## src/rtl/rv_lsu_pkg.sv

```systemverilog
// Shared encodings for the load/store unit: access-size funct3 codes and FSM states.
package rv_lsu_pkg;

    localparam logic [2:0] LDST_B  = 3'b000;
    localparam logic [2:0] LDST_H  = 3'b001;
    localparam logic [2:0] LDST_L  = 3'b010;
    localparam logic [2:0] LDST_BU = 3'b100;
    localparam logic [2:0] LDST_HU = 3'b101;

    typedef enum logic [1:0] {
        ST_IDLE       = 2'd0,
        ST_LOAD_WAIT  = 2'd1,
        ST_STORE_WAIT = 2'd2
    } lsu_state_e;

endpackage

```

## src/rtl/rv_lsu_align.sv

```systemverilog
// Byte-lane builder: turns access size and low address bits into byte enables,
// lane-replicated store data and a misalignment flag.
module rv_lsu_align
    import rv_lsu_pkg::*;
(
    input  logic [2:0]  fun_i,
    input  logic [1:0]  addr_lo_i,
    input  logic [31:0] store_data_i,
    output logic [3:0]  select_o,
    output logic [31:0] lane_data_o,
    output logic        misaligned_o
);

    always_comb begin
        // Word access; undefined size codes also fall through to here.
        select_o     = 4'b1111;
        lane_data_o  = store_data_i;
        misaligned_o = (addr_lo_i != 2'b00);
        case (fun_i)
            LDST_B, LDST_BU: begin
                select_o     = 4'b0001 << addr_lo_i;
                lane_data_o  = {4{store_data_i[7:0]}};
                misaligned_o = 1'b0;
            end
            LDST_H, LDST_HU: begin
                select_o     = addr_lo_i[1] ? 4'b1100 : 4'b0011;
                lane_data_o  = {2{store_data_i[15:0]}};
                misaligned_o = addr_lo_i[0];
            end
            default: ;
        endcase
    end

endmodule

```

## src/rtl/rv_lsu.sv

```systemverilog
// Load/store unit: accepts one access from execute, runs the data-memory handshake,
// returns the raw load word and one-cycle done / error strobes.
//   state         | meaning
//   ST_IDLE       | waiting for x_load_i / x_store_i
//   ST_LOAD_WAIT  | read request on the bus, waiting for dm_ready_i
//   ST_STORE_WAIT | write request on the bus, waiting for dm_ready_i
module rv_lsu
    import rv_lsu_pkg::*;
#(
    parameter int unsigned TIMEOUT_CYCLES = 255
) (
    input  logic        clk_i,
    input  logic        rst_n_i,
    input  logic        x_load_i,
    input  logic        x_store_i,
    input  logic [2:0]  x_fun_i,
    input  logic [31:0] x_dm_addr_i,
    input  logic [31:0] x_store_data_i,
    output logic [31:0] dm_addr_o,
    output logic [31:0] dm_data_s_o,
    output logic [3:0]  dm_data_select_o,
    output logic        dm_load_o,
    output logic        dm_store_o,
    input  logic        dm_ready_i,
    input  logic [31:0] dm_data_l_i,
    output logic [31:0] dm_data_l_o,
    output logic        dm_load_done_o,
    output logic        dm_store_done_o,
    output logic        misaligned_o,
    output logic        bus_error_o,
    output logic        busy_o
);

    localparam logic [31:0] TO_LAST = 32'(TIMEOUT_CYCLES - 1);

    lsu_state_e  state_q, state_d;
    logic [31:0] addr_q, addr_d, data_s_q, data_s_d, data_l_q, data_l_d, cnt_q, cnt_d;
    logic [3:0]  sel_q, sel_d;
    logic        load_q, load_d, store_q, store_d;
    logic        load_done_q, load_done_d, store_done_q, store_done_d;
    logic        mis_q, mis_d, err_q, err_d;

    logic [3:0]  lane_sel;
    logic [31:0] lane_data;
    logic        lane_mis;

    rv_lsu_align u_align (
        .fun_i        (x_fun_i),
        .addr_lo_i    (x_dm_addr_i[1:0]),
        .store_data_i (x_store_data_i),
        .select_o     (lane_sel),
        .lane_data_o  (lane_data),
        .misaligned_o (lane_mis)
    );

    always_comb begin
        state_d      = state_q;
        addr_d       = addr_q;
        data_s_d     = data_s_q;
        sel_d        = sel_q;
        load_d       = load_q;
        store_d      = store_q;
        cnt_d        = cnt_q;
        data_l_d     = data_l_q;
        load_done_d  = 1'b0;
        store_done_d = 1'b0;
        mis_d        = 1'b0;
        err_d        = 1'b0;
        case (state_q)
            ST_IDLE: begin
                if (x_load_i || x_store_i) begin
                    cnt_d = '0;
                    if (lane_mis) begin
                        mis_d = 1'b1;
                    end else begin
                        // Load has priority; a simultaneous store is dropped.
                        state_d  = x_load_i ? ST_LOAD_WAIT : ST_STORE_WAIT;
                        load_d   = x_load_i;
                        store_d  = !x_load_i;
                        addr_d   = {x_dm_addr_i[31:2], 2'b00};
                        data_s_d = lane_data;
                        sel_d    = lane_sel;
                    end
                end
            end
            ST_LOAD_WAIT, ST_STORE_WAIT: begin
                if (dm_ready_i || (TIMEOUT_CYCLES != 0 && cnt_q == TO_LAST)) begin
                    // Ready wins over a timeout landing on the same cycle.
                    state_d      = ST_IDLE;
                    load_d       = 1'b0;
                    store_d      = 1'b0;
                    err_d        = !dm_ready_i;
                    load_done_d  = (state_q == ST_LOAD_WAIT);
                    store_done_d = (state_q == ST_STORE_WAIT);
                    if (dm_ready_i && state_q == ST_LOAD_WAIT) begin
                        data_l_d = dm_data_l_i;
                    end
                end else begin
                    cnt_d = cnt_q + 32'd1;
                end
            end
            default: state_d = ST_IDLE;
        endcase
    end

    always_ff @(posedge clk_i or negedge rst_n_i) begin
        if (!rst_n_i) begin
            state_q      <= ST_IDLE;
            addr_q       <= '0;
            data_s_q     <= '0;
            sel_q        <= '0;
            load_q       <= 1'b0;
            store_q      <= 1'b0;
            cnt_q        <= '0;
            data_l_q     <= '0;
            load_done_q  <= 1'b0;
            store_done_q <= 1'b0;
            mis_q        <= 1'b0;
            err_q        <= 1'b0;
        end else begin
            state_q      <= state_d;
            addr_q       <= addr_d;
            data_s_q     <= data_s_d;
            sel_q        <= sel_d;
            load_q       <= load_d;
            store_q      <= store_d;
            cnt_q        <= cnt_d;
            data_l_q     <= data_l_d;
            load_done_q  <= load_done_d;
            store_done_q <= store_done_d;
            mis_q        <= mis_d;
            err_q        <= err_d;
        end
    end

    assign dm_addr_o        = addr_q;
    assign dm_data_s_o      = data_s_q;
    assign dm_data_select_o = sel_q;
    assign dm_load_o        = load_q;
    assign dm_store_o       = store_q;
    assign dm_data_l_o      = data_l_q;
    assign dm_load_done_o   = load_done_q;
    assign dm_store_done_o  = store_done_q;
    assign misaligned_o     = mis_q;
    assign bus_error_o      = err_q;
    assign busy_o           = (state_q != ST_IDLE);

endmodule

```

## config.mk

```make
export PLATFORM = sky130hd
export DESIGN_NAME = rv_lsu
export DESIGN_NICKNAME = d
export VERILOG_FILES = /design/src/rtl/rv_lsu_pkg.sv /design/src/rtl/rv_lsu_align.sv /design/src/rtl/rv_lsu.sv
export SDC_FILE = /design/constraint.sdc
export NUM_CORES = 1
export LEC_CHECK = 0
export ABC_CLOCK_PERIOD_IN_PS = 6000
export CORE_ASPECT_RATIO = 1.4
export CORE_MARGIN = 1.5
export CORE_UTILIZATION = 40
export CTS_CLUSTER_DIAMETER = 40
export DETAILED_ROUTE_END_ITERATION = 10
export GPL_TIMING_DRIVEN = 0
export PLACE_DENSITY = 0.71
export SYNTH_ARGS = -nofsm -noshare
export SYNTH_HDL_FRONTEND = slang
export SYNTH_SLANG_ARGS = --single-unit
```

## constraint.sdc

```tcl
create_clock -name clk_i -period 6 [get_ports clk_i]
set_clock_uncertainty 0.1 [all_clocks]
set_input_delay 0.6 -clock clk_i [delete_from_list [all_inputs] [get_ports clk_i]]
set_output_delay 0.6 -clock clk_i [all_outputs]
set_load 0.03 [all_outputs]
```

=== Word level (Yosys, flattened, before mapping) ===
Cells that the tools add are included.

* Output and inout port bits: 107
* ROM bits: 0
* Memories kept: 0
* Latch bits: 0
* Bits in registers: 138
* Memory bits (writable): 0
* Logic and storage cells: 71

* Shift-type cells: 1
* Multiplexer cells: 28
* Reduce and logical (&&, ||, !) cells: 18
* Add/sub/neg operators: 1
* Bitwise gates (word level): 1
* Equality and inequality tests: 10
* $lt $le $gt $ge: 0
* Multiply operators: 0
* Div/mod/pow operators: 0

{| class="wikitable"
|+ Operator list
! cell !! number
|-
| 32-bit one-hot mux with 2 select lines || 2
|-
| 32-bit two-way mux || 2
|-
| 32-bit by 1-bit adder with 32-bit output, second input constant || 1
|-
| 32-bit by 8-bit == test with 1-bit output, second input constant || 1
|-
| 1-bit two-way mux || 14
|-
| 3-bit AND reduction || 4
|-
| 2-bit two-way mux || 4
|-
| 2-bit inequality test, second input constant || 4
|-
| 4-bit one-hot mux with 2 select lines || 1
|-
| 3-bit == test, second input constant || 2
|-
| 1-bit one-hot mux with 2 select lines || 3
|-
| 2-bit nonzero test || 3
|-
| 2-bit OR reduction || 3
|-
| 4-bit two-way mux || 1
|-
| 2-bit one-hot mux with 2 select lines || 1
|-
| 4-bit AND reduction || 1
|-
| 1-bit by 2-bit left shift with 4-bit output, first input constant || 1
|-
| 3-bit by 1-bit == test with 1-bit output, second input constant || 1
|-
| 3-bit zero test || 1
|-
| 2-bit by 1-bit == test with 1-bit output, second input constant || 1
|-
| 2-bit == test, second input constant || 1
|-
| 1-bit zero test || 2
|-
| 2-bit zero test || 1
|-
| 1-bit logical OR || 2
|-
| other kinds (2) || 2
|}

=== Logic depth before layout (Yosys ltp) ===
Gate-level depths: netlist (run 1).

* Depth in word-level cells: 6
* Mapped depth: 9
* Depth with buffers taken out: 7

=== Hierarchy ===
From an unflattened synthesis (run 1), not the netlist that was laid out.

* Cells, all modules: 712
* Area, all modules: 6766.5 um^2

{| class="wikitable"
|+ By module, submodules not included
! module !! area each (um^2) !! times used !! cells an instance
|-
| rv_lsu || 6244.7 || 1 || 649
|-
| rv_lsu_align || 521.8 || 1 || 63
|}

=== Worst setup path after synthesis (run 1) ===
No wires, ideal clock.

* Path type: flip-flop to flip-flop
* Start: register state_q[0]
* End: register cnt_q[23]
* Cell stages (with the launch flop): 8
* Setup slack: 3.839 ns
* Buffers on the path: 0
* Data arrival time: 1.916 ns
* Required time: 5.755 ns
* Path through: dfrtp_1 > inv_1 > ha_1 > inv_1 > o21ai_1 > o21ai_1 > nor2_1 > o221ai_1

* Word-level cells in the longest chain between the ends: 4
* Elaborated cells between the ends (all ways): 9

{| class="wikitable"
|+ RTL lines
! element !! line !! source
|-
| start, declared || rv_lsu.sv:36 || <nowiki>lsu_state_e state_q, state_d;</nowiki>
|-
| start signal, assigned || rv_lsu.sv:121 || <nowiki>state_q <= state_d;</nowiki>
|-
| 2-bit by 1-bit == test with 1-bit output / 2-bit == test (equally long branches) || rv_lsu.sv:69 || <nowiki>case (state_q)</nowiki>
|-
| 2-bit OR reduction || rv_lsu.sv:69 ||
|-
| 2-bit inequality test (no source line) / 2-bit nonzero test (equally long branches) || n/a ||
|-
| 3-bit AND reduction (no source line) || n/a ||
|-
| end signal, assigned || rv_lsu.sv:127 || <nowiki>cnt_q <= cnt_d;</nowiki>
|-
| end, declared || rv_lsu.sv:37 || <nowiki>logic [31:0] addr_q, addr_d, data_s_q, data_s_d, data_l_q, data_l_d, cnt_q, cnt_d;</nowiki>
|}

Several ways; a longest one is shown, not always the timed one.
A chain may end at the register's enable or synchronous reset.

=== Worst setup path after layout (run 1) ===
* Start: register state_q[0]
* End: register cnt_q[25]

Same word-level chain as after synthesis.

==> results of run 1 <==
[final cells by class]
cell class	instances	area, sq um
clock inverter	14	170
tap	199	249
sequential	138	3450
buffer	42	183
inverter	14	52.6
timing repair buffer	208	2100
fill	1398	6590
multi-input combinational	487	2950
clock buffer	17	425
[cell families (layout without fill, tap and decap cells)]
family | after synthesis | in the layout
other cells | 1 | 2
fa+ha+maj | 5 | 5
compound gates | 126 | 126
flops | 138 | 138
mux | 56 | 56
buf+inv | 56 | 295
simple gates | 298 | 298
[through the flow]
step,hold slack (ns),cells,setup WS [ns]
3_5_place_dp,0.362,1088,2.70
6_report,0.106,1119,3.05
5_1_grt,0.152,1119,2.83
4_1_cts,0.129,1119,3.06
3_3_place_gp,0.358,1087,-1.57
2_1_floorplan,0.204,681,3.84
[power groups by stage]
stage / combinational, mW / sequential [mW] / clock (mW)
after floorplan: 0.747 / 2.13 / 0
after global placement: 2.49 / 1.47 / 0
after detailed placement: 2.51 / 1.47 / 0
after CTS: 2.51 / 1.47 / 1.09
after global routing: 2.67 / 1.51 / 1.13
final: 2.50 / 1.46 / 1.07
[layout by cell type, fill, tap and decap left out, drive strengths merged, types with 5 or more instances in the layout]
cell type      instances
o21ai                 49
a21oi                 13
clkdlybuf4s50        206
nor2                  26
nor4                  17
nand2                167
mux2i                 24
or4                    8
dfrtp                138
nand4                 20
and3                   8
o31ai                  7
mux2                  32
buf                   15
ha                     5
nor3                  12
inv                   17
a31oi                 15
clkbuf                46
and2                   5
nand3                 23
o2111ai                5
[per-layer routing]
layer | vias up | track usage [%]
met5 | - | 0
met4 | 0 | 9.28
met3 | 43 | 7.05
met2 | 246 | 40.3
met1 | 2929 | 27.2
li1 | 2892 | -
[flip-flops by register name (all words and copies together), names as in the netlist]
name              count
state_q               2
misaligned_o          1
dm_data_l_o          32
dm_load_done_o        1
dm_data_select_o      4
bus_error_o           1
dm_load_o             1
dm_store_done_o       1
dm_store_o            1
dm_data_s_o          32
cnt_q                32
dm_addr_o            30
[worst max-delay path: stages (launching register included)]
cell	delay [ns]
dfrtp_1	0.39
inv_1	0.08
ha_1	0.34
inv_1	0.13
o21ai_1	0.49
o21ai_1	0.36
nor2_1	0.69
o221ai_1	0.21
[worst paths after layout]
path                                    to  slack, ns  depth (start not counted)          from
min in group clk_i            dm_addr_o[8]       0.37                          2  dm_addr_o[8]
max in group asynchronous        cnt_q[13]       4.92                          2       rst_n_i
hold / removal             dm_data_s_o[23]       0.11                          1       rst_n_i
setup reg to reg                 cnt_q[25]       3.05                          7    state_q[0]
setup / recovery                 cnt_q[25]       3.05                          7    state_q[0]
hold reg to reg               dm_addr_o[8]       0.37                          2  dm_addr_o[8]
==> results.py, run 1 <==
metrics = {
    "power": {
        "pwr-share-comb_pct": 49.7,
        "seqPwrFrac_pct": 29.1,
        "p_clk_share_pct": 21.2,
        "peakVddDrop_mv": 0.294,
        "p_int_mw": 2.88,
        "power.density_nw_per_um2": 525,
        "p_switching_mw": 2.16,
        "finalPower_mw": 5.03,
        "p_leak_nw": 4.17,
        "switching_share_pct": 42.9,
    },
    "sta": {
        "hold_viol_final": 0,
        "finalSetupViolCount": 0,
        "fmax_mhz": 339,
        "tns_ns": 0,
        "worst_pin_slew_ns": 0.782,
        "final_period_minus_worst_setup_slack_ns": 2.95,
        "relSlewSlack_pct": 47.7,
        "period_share_pct": 49.1,
        "final_max_slew_viol_count": 0,
        "rsz0062_at_grt": "no",
    },
    "route": {
        "wl_met2_um": 10300,
        "drtIter0Drc": 506,
        "vias_per_cell": 5.46,
        "routed_wl_um": 20100,
        "dr.max_layer_used": "met4",
        "avgRoutedWirePerCell_um": 18.0,
        "drc": 0,
        "routed-wl-met3_um": 1570,
        "vias": 6110,
        "wl_met1_um": 7650,
        "postRouteAntennaNets": 0,
        "firstDrtPassIters": 5,
    },
    "yosys": {
        "synth_compound_area_share_pct": 12.4,
        "synth-edff-count": 0,
        "synth.most_common_cell": "nand2_1",
        "async_flop_share_pct": 100,
        "netlist_top_cells_count": "nand2_1, dfrtp_1, o21ai_0",
        "synthXorXnorAreaFrac_pct": 0,
        "yosysSeqAreaShare_pct": 52.1,
        "synth_top_area_share_pct": 52.1,
        "synth_flop_cell": "dfrtp_1",
        "yosys-mux-area-fraction_pct": 9.05,
        "synth.avg_cell_area_sq_um": 9.76,
        "synthSimpleGateAreaFrac_pct": 21.9,
        "synth_top_family_by_area": "simple AND/OR/NAND/NOR gates",
        "syn_area_sq_um": 6630,
        "synth.distinct_cells": 58,
        "synth_top_area_cell": "dfrtp_1",
        "ys_warn_count": 0,
        "synth_cells": 680,
        "synthAdderAreaFrac_pct": 0.943,
        "synthTopCellsByArea": "dfrtp_1, nand2_1, mux2_2, mux2i_1, o21ai_0",
        "synth-seq-cells": 138,
    },
    "clock_network": {
        "clkLatencyLatePin_ns": 0.41,
        "cts.sinks": 138,
        "cts_tree": "yes",
        "cts-root-buf": "clkbuf_16",
        "clk_pin_slew_ns": 0.06,
        "ctsHoldBuffers": 0,
        "cts_resized": 0,
        "clk_path_buf_depth": 2,
        "htreeDepth": 4,
        "cts_buffers": 17,
        "cts_setup_buffers": 0,
    },
    "cells_and_area": {
        "final_area_sq_um": 9580,
        "layout-drive-gt1-share_pct": 9.46,
        "nNetsFinal": 1017,
        "utilization_pct": 59.3,
        "diodes": 0,
        "area_growth_pct": 44.5,
    },
    "die": {
        "start_util_pct": 41.0,
        "coreArea_sq_um": 16200,
        "die_y_um": 155,
        "die_area_sq_um": 17400,
        "rows": 55,
        "ios": 211,
        "die_width_um": 112,
    },
    "place": {
        "portBuffers": 207,
        "place_hpwl_um": 14800,
        "place_area_sq_um": 8990,
        "globalplace.congestion": 0.902,
    },
    "setup_path": {
        "crit_arrival_ns": 3.11,
        "worstSetupEndpointType": "flop",
        "cp_max_fo": 10,
        "cp.required_ns": 6.16,
        "path_class": "flop to flop",
        "cp-start-kind": "flop",
    },
    "grt": {
        "grt.total_usage_pct": 23.4,
        "grt_pass1_wl_um": 32000,
        "antenna_found_initial": 0,
        "grt_pass1_vias": 5986,
        "grt_start_max_net_pins": 76,
        "grt_overflow": 0,
    },
    "min_path": {
        "worstHoldPathType": "primary input to asynchronous set/reset pin",
    },
    "run": {
        "timing.max_cap.violations": 0,
    },
    "outcome": {
        "status": "complete, no violations",
    },
}
Power figures use the tool's default switching activity.
==> run 2: changes to the inputs <==
--- a/config.mk
+++ b/config.mk
@@ -5,7 +5,7 @@
 export SDC_FILE = /design/constraint.sdc
 export NUM_CORES = 1
 export LEC_CHECK = 0
-export ABC_CLOCK_PERIOD_IN_PS = 6000
+export ABC_CLOCK_PERIOD_IN_PS = 3000
 export CORE_ASPECT_RATIO = 1.4
 export CORE_MARGIN = 1.5
 export CORE_UTILIZATION = 40
==> constraint.sdc (replaced) <==
create_clock -name clk_i -period 3 [get_ports clk_i]
set_clock_uncertainty 0.1 [all_clocks]
set_input_delay 0.3 -clock clk_i [delete_from_list [all_inputs] [get_ports clk_i]]
set_output_delay 0.3 -clock clk_i [all_outputs]
set_load 0.03 [all_outputs]
==> run 2 against run 1 <==
Effect of this change: final cell count is essentially flat; design area grew 0.13%; sequential share of layout area is essentially flat; combinational power grew 100%; core utilization grew 0.077 points; worst setup slack lost 2.8 ns; routed wire length is essentially flat; global-route usage is essentially flat; die area is the same; worst hold slack gained 0.20 ns; critical path type unchanged; via count shrank 0.25%; non-clock buffer count grew 1; largest cell class unchanged.
==> results.py, run 2 (same netlist as run 1, synthesis figures left out) <==
metrics = {
    "setup_path": {
        "r2r-start": "state_q[0]",
        "worstSetupEndpointType": "flop",
        "cp_slowest_stage_delay_ns": 0.49,
        "cp-start-kind": "flop",
        "r2r_cells": 7,
        "path_class": "flop to flop",
        "crit_path_top_delay_cell": "o21ai_1",
        "cp_cell_sequence": "inv_1 -> ha_1 -> inv_1 -> o21ai_1 -> o21ai_1 -> nor2_2 -> o221ai_1",
        "cp.required_ns": 3.16,
        "crit_arrival_ns": 2.89,
        "cp_max_fo": 10,
        "cp-startpoint": "state_q[0]",
    },
    "sta": {
        "final_period_minus_worst_setup_slack_ns": 2.73,
        "finalSetupViolCount": 0,
        "final_max_slew_viol_count": 0,
        "fmax_mhz": 366,
        "rsz0062_at_grt": "no",
        "worst_pin_slew_ns": 0.723,
        "tns_ns": 0,
        "relSlewSlack_pct": 51.4,
        "hold_viol_final": 0,
        "period_share_pct": 91.0,
    },
    "place": {
        "portBuffers": 207,
        "globalplace.congestion": 0.902,
        "place_area_sq_um": 8990,
        "placed_cells": 1088,
        "place_hpwl_um": 14800,
    },
    "min_path": {
        "hold_start": "x_dm_addr_i[13]",
        "min_delay_path_depth": 3,
        "worstHoldPathType": "primary input to flop",
    },
    "cells_and_area": {
        "nNetsFinal": 1018,
        "diodes": 0,
        "area_growth_pct": 44.6,
        "final_area_sq_um": 9600,
        "layout_commonest_cell": "clkdlybuf4s50_1",
        "layout-drive-gt1-share_pct": 9.55,
        "utilization_pct": 59.3,
        "final_cell_mix": "clkdlybuf4s50_1, nand2_1, dfrtp_1",
        "finalNonFillerCells": 1120,
    },
    "route": {
        "drtIter0Drc": 429,
        "avgRoutedWirePerCell_um": 17.9,
        "vias_per_cell": 5.44,
        "drc": 0,
        "routed_wl_um": 20100,
        "vias": 6095,
        "postRouteAntennaNets": 0,
        "firstDrtPassIters": 5,
    },
    "power": {
        "power.density_nw_per_um2": 1050,
        "p_leak_nw": 4.17,
        "peakVddDrop_mv": 0.588,
        "finalPower_mw": 10.1,
    },
    "clock_network": {
        "cts_buffers": 17,
        "clkLatencyLatePin_ns": 0.41,
        "cts_setup_buffers": 0,
        "clk_path_buf_depth": 2,
        "clk_pin_slew_ns": 0.06,
        "htreeDepth": 4,
        "cts.sinks": 138,
        "cts-root-buf": "clkbuf_16",
        "cts_tree": "yes",
    },
    "grt": {
        "grt_overflow": 0,
        "grt.total_usage_pct": 23.4,
        "grt_pass1_vias": 5998,
        "antenna_found_initial": 0,
        "grt_start_max_net_pins": 76,
        "grt_pass1_wl_um": 32000,
    },
    "run": {
        "timing.max_cap.violations": 0,
    },
    "die": {
        "ios": 211,
        "rows": 55,
        "coreArea_sq_um": 16200,
        "start_util_pct": 41.0,
        "die_area_sq_um": 17400,
        "die_y_um": 155,
        "die_width_um": 112,
    },
    "outcome": {
        "status": "complete, no violations",
    },
}
[run 2: per-layer routing]
layer  share of wire [%]  vias to the layer above  wire length (um)  global-route usage, %
li1                    -                     2894                 -                      -
met1                  38                     2915              7680                   27.1
met2                  51                      247             10300                   40.4
met3                 7.5                       39              1520                   7.17
met4                 2.8                        0               558                   9.28
met5                   0                        -                 0                      0
[run 2: worst max-delay path: cells and delay by family, from the launching register on]
| family | cells | cell delay, ns |
|---|---|---|
| AND/OR/NAND/NOR | 1 | 0.49 |
| flip-flops | 1 | 0.38 |
| buffers and inverters | 2 | 0.21 |
| AO/OA/AOI/OAI | 3 | 1.05 |
| adder cells (fa/ha/maj) | 1 | 0.34 |
[run 2: final cells by class]
| type | instances | area, sq um |
|---|---|---|
| Tap cell | 199 | 249 |
| Sequential cell | 138 | 3450 |
| Multi-Input combinational cell | 487 | 2950 |
| Timing Repair Buffer | 209 | 2110 |
| Fill cell | 1396 | 6580 |
| Clock buffer | 17 | 425 |
| Buffer | 42 | 183 |
| Inverter | 14 | 52.6 |
| Clock inverter | 14 | 170 |
[run 2: metrics by stage]
step	setup WS, ns	hold WS [ns]
5_1_grt	0.0835	0.304
3_3_place_gp	-4.27	0.358
6_report	0.271	0.307
2_1_floorplan	0.839	-0.0956
3_5_place_dp	-0.00278	0.279
4_1_cts	0.0613	0.289
[run 2: power by group]
| part | leakage [nW] | switching (mW) | internal [mW] | total (mW) |
|---|---|---|---|---|
| logic | 2.14 | 3.11 | 1.89 | 5.00 |
| clock network | 0.282 | 0.833 | 1.31 | 2.14 |
| registers | 1.75 | 0.371 | 2.56 | 2.93 |
[run 2: timing repair]
item | in CTS | in global routing
resized for setup | 0 | 1
setup endpoints to repair | 0 | 10
endpoints found under the hold margin | 74 | 0
hold buffers | 1 | 0
[run 2: worst paths after layout]
check	to	slack, ns
setup reg to reg	cnt_q[25]	0.27
setup / recovery	cnt_q[25]	0.27
hold reg to reg	dm_addr_o[8]	0.37
min in group asynchronous	dm_data_s_o[23]	0.38
max in group asynchronous	cnt_q[13]	1.64
hold / removal	dm_addr_o[13]	0.31
